**src/rtl/disk_host_arbiter.sv**
```systemverilog
// Round-robin arbiter sharing one host disk service channel between two
// disk_sr/disk_cr requesters, with a watchdog that synthesises an error completion.
module disk_host_arbiter #(
    parameter int          TW      = 24,
    parameter logic [TW-1:0] TIMEOUT = 24'd16000000
) (
    input  logic        clk,
    input  logic        reset,
    input  logic [31:0] req0_sr,
    output logic [31:0] req0_cr,
    output logic [7:0]  req0_data_in,
    output logic        req0_data_clkin,
    input  logic [7:0]  req0_data_out,
    output logic        req0_data_clkout,
    input  logic [31:0] req1_sr,
    output logic [31:0] req1_cr,
    output logic [7:0]  req1_data_in,
    output logic        req1_data_clkin,
    input  logic [7:0]  req1_data_out,
    output logic        req1_data_clkout,
    output logic [31:0] host_sr,
    input  logic [31:0] host_cr,
    input  logic [7:0]  host_data_in,
    input  logic        host_data_clkin,
    output logic [7:0]  host_data_out,
    input  logic        host_data_clkout,
    output logic        busy,
    output logic        owner,
    output logic        timeout_pulse
);
    typedef enum logic [2:0] {IDLE, GRANT, RESP, RELEASE, TOUT} state_t;

    localparam logic [TW-1:0] TMAX = TIMEOUT - 1'b1;

    function automatic logic [7:0] cmd_of(input logic [31:0] s);
        return {s[25:24], s[23:22], s[21:20], s[18:17]};
    endfunction

    state_t          state;
    logic            last_grant;
    logic [TW-1:0]   timer;
    logic [1:0][31:0] sr;
    logic [1:0][7:0]  dout;
    logic [1:0]      pend;
    logic [31:0]     owner_sr;
    logic            owner_pend;
    logic            host_done;
    logic            grant_idx;
    logic            route;

    assign sr         = {req1_sr, req0_sr};
    assign dout       = {req1_data_out, req0_data_out};
    assign pend       = {|cmd_of(req1_sr), |cmd_of(req0_sr)};
    assign owner_sr   = sr[owner];
    assign owner_pend = |cmd_of(owner_sr);
    assign host_done  = host_cr[4] | host_cr[1] | host_cr[0];
    // On a tie the side that did not win last time gets the channel.
    assign grant_idx  = (&pend) ? ~last_grant : pend[1];
    assign busy       = (state != IDLE);
    assign route      = (state == GRANT) || (state == RESP) || (state == RELEASE);

    always_ff @(posedge clk) begin
        if (reset) begin
            state         <= IDLE;
            owner         <= 1'b0;
            last_grant    <= 1'b1;
            timer         <= '0;
            timeout_pulse <= 1'b0;
        end else begin
            timeout_pulse <= 1'b0;
            case (state)
                IDLE: begin
                    timer <= '0;
                    if (|pend) begin
                        owner      <= grant_idx;
                        last_grant <= grant_idx;
                        state      <= GRANT;
                    end
                end
                GRANT: begin
                    if (timer != TMAX)
                        timer <= timer + 1'b1;
                    if (host_done)
                        state <= RESP;
                    else if (!owner_pend)
                        state <= RELEASE;
                    else if (timer == TMAX) begin
                        state         <= TOUT;
                        timeout_pulse <= 1'b1;
                    end
                end
                RESP:    if (!owner_pend) state <= RELEASE;
                RELEASE: if (!host_done)  state <= IDLE;
                TOUT:    if (!owner_pend) state <= IDLE;
                default: state <= IDLE;
            endcase
        end
    end

    logic [1:0][31:0] cr;
    logic [1:0]       clkin, clkout;
    logic [7:0]       din;

    always_comb begin
        cr            = '0;
        clkin         = '0;
        clkout        = '0;
        din           = '0;
        host_sr       = '0;
        host_data_out = '0;
        if (route) begin
            host_sr        = owner_sr;
            cr[owner]      = host_cr;
            din            = host_data_in;
            clkin[owner]   = host_data_clkin;
            clkout[owner]  = host_data_clkout;
            host_data_out  = dout[owner];
        end else if (state == TOUT) begin
            // done + error, seek-done bits echo the seek the requester asked for
            cr[owner] = {27'h0, 1'b1, 1'b1, 1'b0, owner_sr[25:24]};
        end
    end

    assign req0_cr          = cr[0];
    assign req1_cr          = cr[1];
    assign req0_data_in     = din;
    assign req1_data_in     = din;
    assign req0_data_clkin  = clkin[0];
    assign req1_data_clkin  = clkin[1];
    assign req0_data_clkout = clkout[0];
    assign req1_data_clkout = clkout[1];
endmodule

```
**config.mk**
```make
export PLATFORM = sky130hd
export DESIGN_NAME = disk_host_arbiter
export DESIGN_NICKNAME = d
export VERILOG_FILES = /design/src/rtl/disk_host_arbiter.sv
export SDC_FILE = /design/constraint.sdc
export NUM_CORES = 1
export LEC_CHECK = 0
export BUFFER_PORTS_ARGS = -buffer_cell sky130_fd_sc_hd__buf_4
export CAP_MARGIN = 5
export CORE_MARGIN = 8
export CORE_UTILIZATION = 38
export DETAILED_ROUTE_END_ITERATION = 10
export GPL_TIMING_DRIVEN = 0
export PLACE_DENSITY = 0.81
export RECOVER_POWER = 50
export SLEW_MARGIN = 15
export SYNTH_ARGS = -nofsm -noshare
export SYNTH_HDL_FRONTEND = slang
export SYNTH_SLANG_ARGS = --single-unit
```
**constraint.sdc**
```tcl
create_clock -name clk -period 2.65 [get_ports clk]
set_input_delay 0.53 -clock clk [delete_from_list [all_inputs] [get_ports clk]]
set_output_delay 0.53 -clock clk [all_outputs]
set_load 0.005 [all_outputs]
```
==> results.yml, run 1 <==
status:
  outcome: "complete, no violations"
global_routing:
  grt_pass1_vias: 4005
  grt_usage: 0.2664
  grt_pass1_wl_um: 21380
  antenna_found_initial: 1
  grt_start_max_net_pins: 11
  grt_remaining_overflow: 0
yosys:
  syn-num-nets: 515
  synth_edf_count: 0
  synth_top_area_cell: "dfxtp_1"
  ys_async_sr_fraction: 0
  synth_top_area_frac: 0.2142
  ys_seq_elements: 30
  dominantRegCellSynth: "dfxtp_1"
  synthDistinctLibCells: 49
  synth.most_common_cell: "nor2_1"
  seq_area_frac_synth: 0.2142
  synth_commonest_cells: "nor2_1 (72), mux2i_1 (41), and2_1 (39)"
  synthCells: 390
  syn_avg_cell_area_um2: 7.190
  synthTopCellsByArea: "dfxtp_1 (21%), mux2i_1 (15%), nor2_1 (9.6%)"
  yosys_warnings: 0
  syn_area_um2: 2804
die:
  dieWidth_um: 101.9
  core_area_um2: 7214
  num_rows: 31
  start_util: 0.3887
  fp.dieArea_um2: 10380
  io_pins: 251
  dieHeight_um: 101.9
final_layout:
  area_growth_pct: 69.48
  antennaDiodeCount: 0
  nets: 771
  drive_above_1_share: 0.3932
  post-route-util: 0.6587
  multiInputGateArea_um2: 1991
  seqCellArea_um2: 600.6
  nFillCells: 707
clock_network:
  clock_path_buffers: 2
  ctsRootBufferMaster: "clkbuf_8"
  cts_tree: "done"
  path_clk_slew_ns: 0.06
  clkLatencyLatePin_ns: 0.28
  clock-sinks: 30
  holdBufCountCts: 0
  h-tree-depth: 2
  numCtsBuffers: 5
critical_path:
  ff2ff_setup_slack_ns: 0.27
  crit_start: "state[2]$_SDFFE_PP0P_"
  critPathSlowestCell: "nor3_2"
  rr_endpoint: "timer[3]$_SDFFE_PP0P_"
  r2r_cells: 6
  path_max_fanout: 7
  start_kind: "flip-flop"
  crit_arrival_ns: 1.87
  cpPeakStageDelay_ns: 0.47
  critical_path_class: "reg -> out"
  crit_required_ns: 2.12
  r2r_start: "timer[10]$_SDFFE_PP0P_"
  path_cells: "inv_1 > nor3_2 > nand2_1 > a21boi_1 > buf_4"
  crit_path_end_kind: "output pin"
sta:
  fin_worst_skew_ns: 0.005070
  clock.fmax_mhz: 416.0
  setup_viol: 0
  period_share: 0.9070
  max_slew_margin: 0.4622
  finalHoldViolations: 0
  maxSlewViolCount: 0
  rsz0062_at_grt: "false"
  worst_pin_slew_ns: 0.8001
  fin_setup_tns_ns: 0
  period_needed_ns: 2.404
drt:
  viasPerCell: 5.179
  drt_iter0_markers: 141
  drt-pass1-iter-count: 4
  drc: 0
  ant_nets: 0
  totalWireLength_um: 14730
  vias: 3858
  wire_per_inst_um: 19.78
hold_path:
  hold_start: "last_grant$_SDFFE_PP1P_"
  min_delay_path_depth: 1
  holdPathEnd: "last_grant$_SDFFE_PP1P_"
  hp-class: "reg -> reg"
placed_design:
  gp_congestion: 1.013
  place.detailed.hpwl_um: 12810
  portBuffers: 250
run:
  drv_cap: 0
pwr:
  p_leak_nw: 2.310
  power_density_nw_per_um2: 525.4
  peakVddDrop_mv: 0.3469
## through the flow
| step | instances | setup WS (ns) | hold slack, ns | cell area [µm²] | power, mW |
|---|---|---|---|---|---|
| 5_1_grt | 745 | 0.08140 | 0.5421 | 4752 | 2.671 |
| 6_report | 745 | 0.2464 | 0.5055 | 4752 | 2.497 |
| 3_5_place_dp | 739 | 0.2141 | 0.4866 | 4805 | 2.208 |
| 2_1_floorplan | 390 | 0.6708 | 0.4600 | 2804 | 1.257 |
| 3_3_place_gp | 739 | 0.2284 | 0.4671 | 4805 | 2.177 |
| 4_1_cts | 746 | 0.004538 | 0.5009 | 4888 | 2.557 |
## cell usage in the layout, fill, tap and decap left out, types with 3 or more instances in the layout
master | synthesis | layout
nor4_1 | 6 | 7
buf_2 | 2 | 3
xor2_1 | 10 | 10
clkbuf_8 | 0 | 5
nand4b_1 | 3 | 3
and2_1 | 39 | 31
mux2i_1 | 41 | 41
a31o_2 | 4 | 4
nand4_1 | 9 | 9
clkbuf_2 | 0 | 4
buf_4 | 8 | 219
nor3_1 | 8 | 7
dfxtp_1 | 30 | 30
clkbuf_1 | 19 | 49
a21oi_1 | 11 | 11
o21ai_0 | 3 | 3
clkbuf_4 | 0 | 10
and3_1 | 35 | 35
nand2_1 | 27 | 27
a31oi_1 | 5 | 5
nand3_1 | 10 | 10
inv_1 | 4 | 4
and2_0 | 0 | 8
nor2_1 | 72 | 72
## critical path: cells and delay by family (launching register included)
family / cells / cell delay [ns]
simple gates: 2 / 0.57
flops: 1 / 0.45
compound gates: 1 / 0.28
buf+inv: 2 / 0.30
## sequential cells by signal, summed over array words and instances (netlist names)
| register | count |
|---|---|
| timer | 24 |
| state | 3 |
| last_grant | 1 |
| owner | 1 |
| timeout_pulse | 1 |
## where the power goes
part | switching (mW) | internal [mW] | total (mW)
combinational | 0.832 | 0.834 | 1.67
sequential | 0.0142 | 0.471 | 0.485
clock | 0.165 | 0.180 | 0.346
## how the worst max path moves through the flow
stage | end | slack, ns | depth (start not counted)
2_1_floorplan | req1_cr[18] | 0.67 | 4
3_5_place_dp | req1_cr[0] | 0.21 | 7
4_1_cts | req1_cr[0] | 0.005 | 7
6_report | req1_cr[0] | 0.25 | 5
5_1_grt | req1_cr[0] | 0.08 | 7
3_3_place_gp | req1_cr[25] | 0.23 | 5
## per-layer routing
metal	share of wire	routed length (µm)	track usage
met1	0.35	5092	0.2738
met2	0.50	7358	0.4643
met3	0.10	1514	0.09196
met4	0.051	753	0.1490
met5	0.00088	13	0
## area by class of cell
cell class,instances,share of cell area
timing repair buffer,250,0.3720
buffer,35,0.03739
inverter,4,0.003160
clock buffer,7,0.01606
tap,99,0.02607
multi-input combinational,320,0.4189
sequential,30,0.1264
## what timing repair did
action                                  in CTS  in global routing
setup buffers                                0                  0
pin swaps                                    0                  0
gates resized for setup                      3                  5
endpoints found under the setup margin      11                 25
## cell families (layout without fill, tap and decap cells)
family                   after synthesis  after routing  share of synthesized area
XOR/XNOR                              12             12                    0.03748
buffers and inverters                 40            296                    0.06783
flip-flops                            30             30                     0.2142
multiplexers                          41             41                     0.1464
AO/OA/AOI/OAI                         42             42                     0.1071
AND/OR/NAND/NOR                      224            224                     0.4226
adder cells (fa/ha/maj)                1              1                   0.004462
Note: power is estimated with default switching activity, not from simulation.
==> inputs of run 2 (changes only) <==
--- a/config.mk
+++ b/config.mk
@@ -7,11 +7,13 @@
 export LEC_CHECK = 0
 export BUFFER_PORTS_ARGS = -buffer_cell sky130_fd_sc_hd__buf_4
 export CAP_MARGIN = 5
+export CELL_PAD_IN_SITES_DETAIL_PLACEMENT = 1
+export CELL_PAD_IN_SITES_GLOBAL_PLACEMENT = 1
 export CORE_MARGIN = 8
-export CORE_UTILIZATION = 38
+export CORE_UTILIZATION = 24
 export DETAILED_ROUTE_END_ITERATION = 10
 export GPL_TIMING_DRIVEN = 0
-export PLACE_DENSITY = 0.81
+export PLACE_DENSITY_LB_ADDON = 0.1
 export RECOVER_POWER = 50
 export SLEW_MARGIN = 15
 export SYNTH_ARGS = -nofsm -noshare
==> run 2 against run 1 <==
Net effect: first-iteration DRC count decreased by 11%; largest power group unchanged; critical path depth rose by 2; clock skew fell by 0.0026 ns; combinational power rose by 4%; cell area up 5.7%; worst hold slack better by 0.0084 ns; utilization shrank 22 points; power is 12% higher.
==> results.yml, run 2 (synthesis gave the netlist of run 1 again) <==
placed_design:
  place_ws_ns: 0.1629
  dp.cells: 783
  portBuffers: 250
  gp_congestion: 0.8128
  place.detailed.hpwl_um: 14080
clock_network:
  ctsRootBufferMaster: "clkbuf_16"
  h-tree-depth: 2
  numCtsBuffers: 5
  clock-sinks: 30
  clock_path_buffers: 2
  clkLatencyLatePin_ns: 0.28
  cts_tree: "done"
  path_clk_slew_ns: 0.05
critical_path:
  crit_path_end_kind: "output pin"
  critPathSlowestCell: "nor2_1"
  r2r_start: "timer[0]$_SDFFE_PP0P_"
  r2r_cells: 6
  path_cells: "buf_2 > nor2_1 > nor2_1 > clkbuf_1 > and2_1 > buf_4 > buf_4"
  critical_path_class: "reg -> out"
  cpPeakStageDelay_ns: 0.32
  start_kind: "flip-flop"
  crit_start: "state[1]$_SDFFE_PP0P_"
  crit_required_ns: 2.12
  path_max_fanout: 10
  crit_arrival_ns: 1.97
die:
  start_util: 0.2456
  dieWidth_um: 124.1
  dieHeight_um: 124.1
  io_pins: 251
  num_rows: 39
  core_area_um2: 11420
  fp.dieArea_um2: 15400
sta:
  setup_viol: 0
  worst_pin_slew_ns: 0.6163
  fin_worst_skew_ns: 0.002455
  finalHoldViolations: 0
  period_needed_ns: 2.498
  maxSlewViolCount: 0
  period_share: 0.9427
  clock.fmax_mhz: 400.3
  max_slew_margin: 0.5854
  setup_slack_ns: 0.1518
global_routing:
  antenna_found_initial: 0
  grt_pass1_vias: 3909
  grt_remaining_overflow: 0
  grt_usage: 0.1913
  grt_start_max_net_pins: 11
  grt_pass1_wl_um: 22690
hold_path:
  hold_start: "timer[3]$_SDFFE_PP0P_"
  hp-class: "reg -> reg"
  min_delay_path_depth: 2
pwr:
  peakVddDrop_mv: 0.2153
  power_density_nw_per_um2: 554.3
  p_leak_nw: 2.482
final_layout:
  instances_no_fill: 791
  area_growth_pct: 79.21
  antennaDiodeCount: 0
  largest_reg_flops: 24
  final_common_cell: "buf_4"
  nets: 772
  final_cell_mix: "buf_4 (256), nor2_1 (72), mux2i_1 (41), and2_1 (39), and3_1 (35)"
  largest_registers: "timer x24, state x3"
  regMostFlops: "timer"
  drive_above_1_share: 0.4460
drt:
  drt-pass1-iter-count: 4
  vias: 3792
  totalWireLength_um: 16310
  ant_nets: 0
  wire_per_inst_um: 20.62
  drt_iter0_markers: 125
  drc: 0
  viasPerCell: 4.794
status:
  outcome: "complete, no violations"
run:
  drv_cap: 0
run 2: through the flow:
stage	total power, mW	utilization	hold WS [ns]	instance area, µm²	TNS (ns)
2_1_floorplan	1.257	-	0.4600	2804	0
6_report	2.785	0.4401	0.5139	5025	0
5_1_grt	2.992	0.4401	0.5385	5025	-0.002992
4_1_cts	2.830	0.4386	0.5142	5009	0
3_5_place_dp	2.251	0.4256	0.5079	4860	0
3_3_place_gp	2.226	0.4256	0.4679	4860	0
run 2: repair_timing:
item	in CTS	in global routing
pin swaps	0	0
hold buffers	0	0
setup endpoints to repair	10	53
resized for setup	1	10
setup buffers	0	0
run 2: power by group:
| part | internal, mW | switching, mW | total [mW] |
|---|---|---|---|
| Combinational | 0.875 | 0.855 | 1.73 |
| Clock | 0.371 | 0.195 | 0.566 |
| Sequential | 0.472 | 0.0163 | 0.488 |
run 2: worst max-delay path: cells and delay by family (launching register included):
| family | cells | cell delay (ns) |
|---|---|---|
| flops | 1 | 0.30 |
| simple gates | 3 | 0.64 |
| buf+inv | 4 | 0.74 |
run 2: per-layer routing:
layer / up-vias / track usage / share of wire
li1: 1872 / - / -
met1: 1775 / 0.2049 / 0.37
met2: 137 / 0.3618 / 0.54
met3: 8 / 0.06936 / 0.090
met4: 0 / 0.01784 / 0.0061
met5: - / 0 / 0
run 2: path summary, 6_finish.rpt:
kind                                 end  slack, ns
setup / recovery         req1_data_in[0]       0.15
hold / removal     timer[3]$_SDFFE_PP0P_       0.51
setup reg to reg  timer[10]$_SDFFE_PP0P_       0.35
hold reg to reg    timer[3]$_SDFFE_PP0P_       0.51
run 2: area by class of cell:
| class | instances | area, µm² |
|---|---|---|
| Clock inverter | 1 | 5.005 |
| Buffer | 36 | 182.7 |
| Inverter | 4 | 15.01 |
| Sequential cell | 30 | 600.6 |
| Multi-Input combinational cell | 320 | 2027 |
| Clock buffer | 7 | 142.6 |
| Fill cell | 1424 | 6394 |
| Timing Repair Buffer | 250 | 1873 |
| Tap cell | 143 | 178.9 |
==> inputs of run 3 (changes only) <==
--- a/config.mk
+++ b/config.mk
@@ -5,13 +5,13 @@
 export SDC_FILE = /design/constraint.sdc
 export NUM_CORES = 1
 export LEC_CHECK = 0
-export BUFFER_PORTS_ARGS = -buffer_cell sky130_fd_sc_hd__buf_4
 export CAP_MARGIN = 5
 export CELL_PAD_IN_SITES_DETAIL_PLACEMENT = 1
 export CELL_PAD_IN_SITES_GLOBAL_PLACEMENT = 1
 export CORE_MARGIN = 8
-export CORE_UTILIZATION = 24
+export CORE_UTILIZATION = 41
 export DETAILED_ROUTE_END_ITERATION = 10
+export DONT_BUFFER_PORTS = 1
 export GPL_TIMING_DRIVEN = 0
 export PLACE_DENSITY_LB_ADDON = 0.1
 export RECOVER_POWER = 50
==> run 3 against run 2 <==
Net effect: maximum frequency fell by 0.72%; register-to-register slack got worse by 0.22 ns; first-iteration DRC count unchanged; utilization grew 0.37 points; clock skew rose by 0.0057 ns; clock-buffer cell count unchanged; flip-flop and latch count unchanged; routed wire length down 26%; sequential power barely moved; combinational power fell by 43%; sequential share of layout area grew 8.2 points; die area down 37%.
==> results.yml, run 3 (synthesis gave the netlist of run 1 again) <==
status:
  outcome: "complete, no violations"
sta:
  max_slew_margin: 0.4382
  finalHoldViolations: 0
  period_share: 0.9496
  worst_pin_slew_ns: 0.8349
  setup_viol: 0
  fin_worst_skew_ns: 0.008153
  rsz0062_at_grt: "false"
  whs_ns: 0.5023
  clock.fmax_mhz: 397.4
  maxSlewViolCount: 0
  fin_setup_tns_ns: 0
  period_needed_ns: 2.516
  setup_slack_ns: 0.1336
critical_path:
  crit_required_ns: 2.82
  crit_arrival_ns: 2.69
  start_kind: "flip-flop"
  path_cells: "or4_1 > nor4_1 > a31oi_1 > buf_6 > a41o_2"
  path_max_fanout: 10
  critPathSlowestCell: "nor4_1"
  cpPeakStageDelay_ns: 0.75
  crit_path_end_kind: "flip-flop"
  critical_path_class: "reg -> reg"
hold_path:
  hp-class: "reg -> reg"
pwr:
  p_leak_nw: 1.175
  power_density_nw_per_um2: 622.1
  peakVddDrop_mv: 0.3483
die:
  io_pins: 251
  num_rows: 30
  dieWidth_um: 98.70
  core_area_um2: 6719
  dieHeight_um: 98.70
  fp.dieArea_um2: 9741
  start_util: 0.4173
drt:
  ant_nets: 0
  viasPerCell: 6.071
  drt_iter0_markers: 125
  wire_per_inst_um: 25.09
  vias: 2908
  totalWireLength_um: 12020
  drt-pass1-iter-count: 4
  drc: 0
clock_network:
  ctsRootBufferMaster: "clkbuf_8"
  h-tree-depth: 2
  clock-sinks: 30
  clkLatencyLatePin_ns: 0.29
  numCtsBuffers: 5
  holdBufCountCts: 0
  clock_path_buffers: 2
  path_clk_slew_ns: 0.07
  cts_tree: "done"
final_layout:
  final_cell_mix: "nor2_1 (71), mux2i_1 (41), and3_1 (35), dfxtp_1 (30), nand2_1 (27)"
  final_common_cell: "nor2_1"
  seqCellArea_um2: 600.6
  largest_registers: "timer x24, state x3"
  regMostFlops: "timer"
  nets: 522
  drive_above_1_share: 0.08543
  multiInputGateArea_um2: 1993
  largest_reg_flops: 24
  area_growth_pct: 6.336
  nFillCells: 872
global_routing:
  grt_pass1_vias: 3049
  grt_usage: 0.2326
  grt_remaining_overflow: 0
  antenna_found_initial: 1
  grt_start_max_net_pins: 11
  grt_pass1_wl_um: 18000
placed_design:
  portBuffers: 0
  place_ws_ns: 0.1925
  place.detailed.hpwl_um: 10450
  gp_congestion: 0.8370
run:
  drv_cap: 0
-- run 3: changes by cell type in the layout (fill, tap and decap cells not counted), sizes merged --
cell    delta
clkbuf     -4
diode      +1
buf      -246
-- run 3: final timing paths --
check,startpoint,endpoint,slack [ns],cells after the start
max,timer[10]$_SDFFE_PP0P_,timer[4]$_SDFFE_PP0P_,0.13,5
min,last_grant$_SDFFE_PP1P_,last_grant$_SDFFE_PP1P_,0.50,1
max reg2reg,timer[10]$_SDFFE_PP0P_,timer[4]$_SDFFE_PP0P_,0.13,5
min reg2reg,last_grant$_SDFFE_PP1P_,last_grant$_SDFFE_PP1P_,0.50,1
-- run 3: layout make-up --
cell class | count | area share
inverters | 4 | 0.005036
plain buffers | 36 | 0.06001
flip-flops and latches | 30 | 0.2014
clock buffers | 7 | 0.02896
multi-input cells | 320 | 0.6685
well taps | 80 | 0.03357
diodes | 1 | 0.0008393
clock inverters | 1 | 0.001679
-- run 3: layer usage --
| layer | GRT usage | share of wire | up-vias |
|---|---|---|---|
| met4 | 0.05903 | 0.018 | 0 |
| met2 | 0.4401 | 0.52 | 164 |
| li1 | - | - | 1376 |
| met1 | 0.2327 | 0.37 | 1355 |
| met5 | 0 | 0 | - |
| met3 | 0.08668 | 0.089 | 13 |
-- run 3: repair_timing --
item,CTS,global route
setup buffers,0,0
pin swaps,0,0
endpoints found under the setup margin,10,27
gates resized for setup,1,5
-- run 3: stage by stage --
step                area, µm²  std cells  total power, mW    util
detailed placement       2904        470            1.495  0.4322
floorplan                2804        390            1.257       -
CTS                      2997        478            1.878  0.4460
global placement         2904        470            1.480  0.4322
finish                   2982        479            1.855  0.4438
global route             2982        479            2.001  0.4438
-- run 3: power by group --
part	internal, mW	total (mW)	leakage (nW)	switching [mW]
Clock	0.209	0.381	0.0482	0.171
Combinational	0.333	0.988	0.884	0.655
Sequential	0.471	0.486	0.243	0.0155
Total	1.01	1.85	1.18	0.842
-- run 3: worst max-delay path: cells and delay by family, from the launching register on --
kind,cells,cell delay (ns)
AND/OR/NAND/NOR,2,1.31
AO/OA/AOI/OAI,2,0.51
flip-flops,1,0.37
buffers and inverters,1,0.20
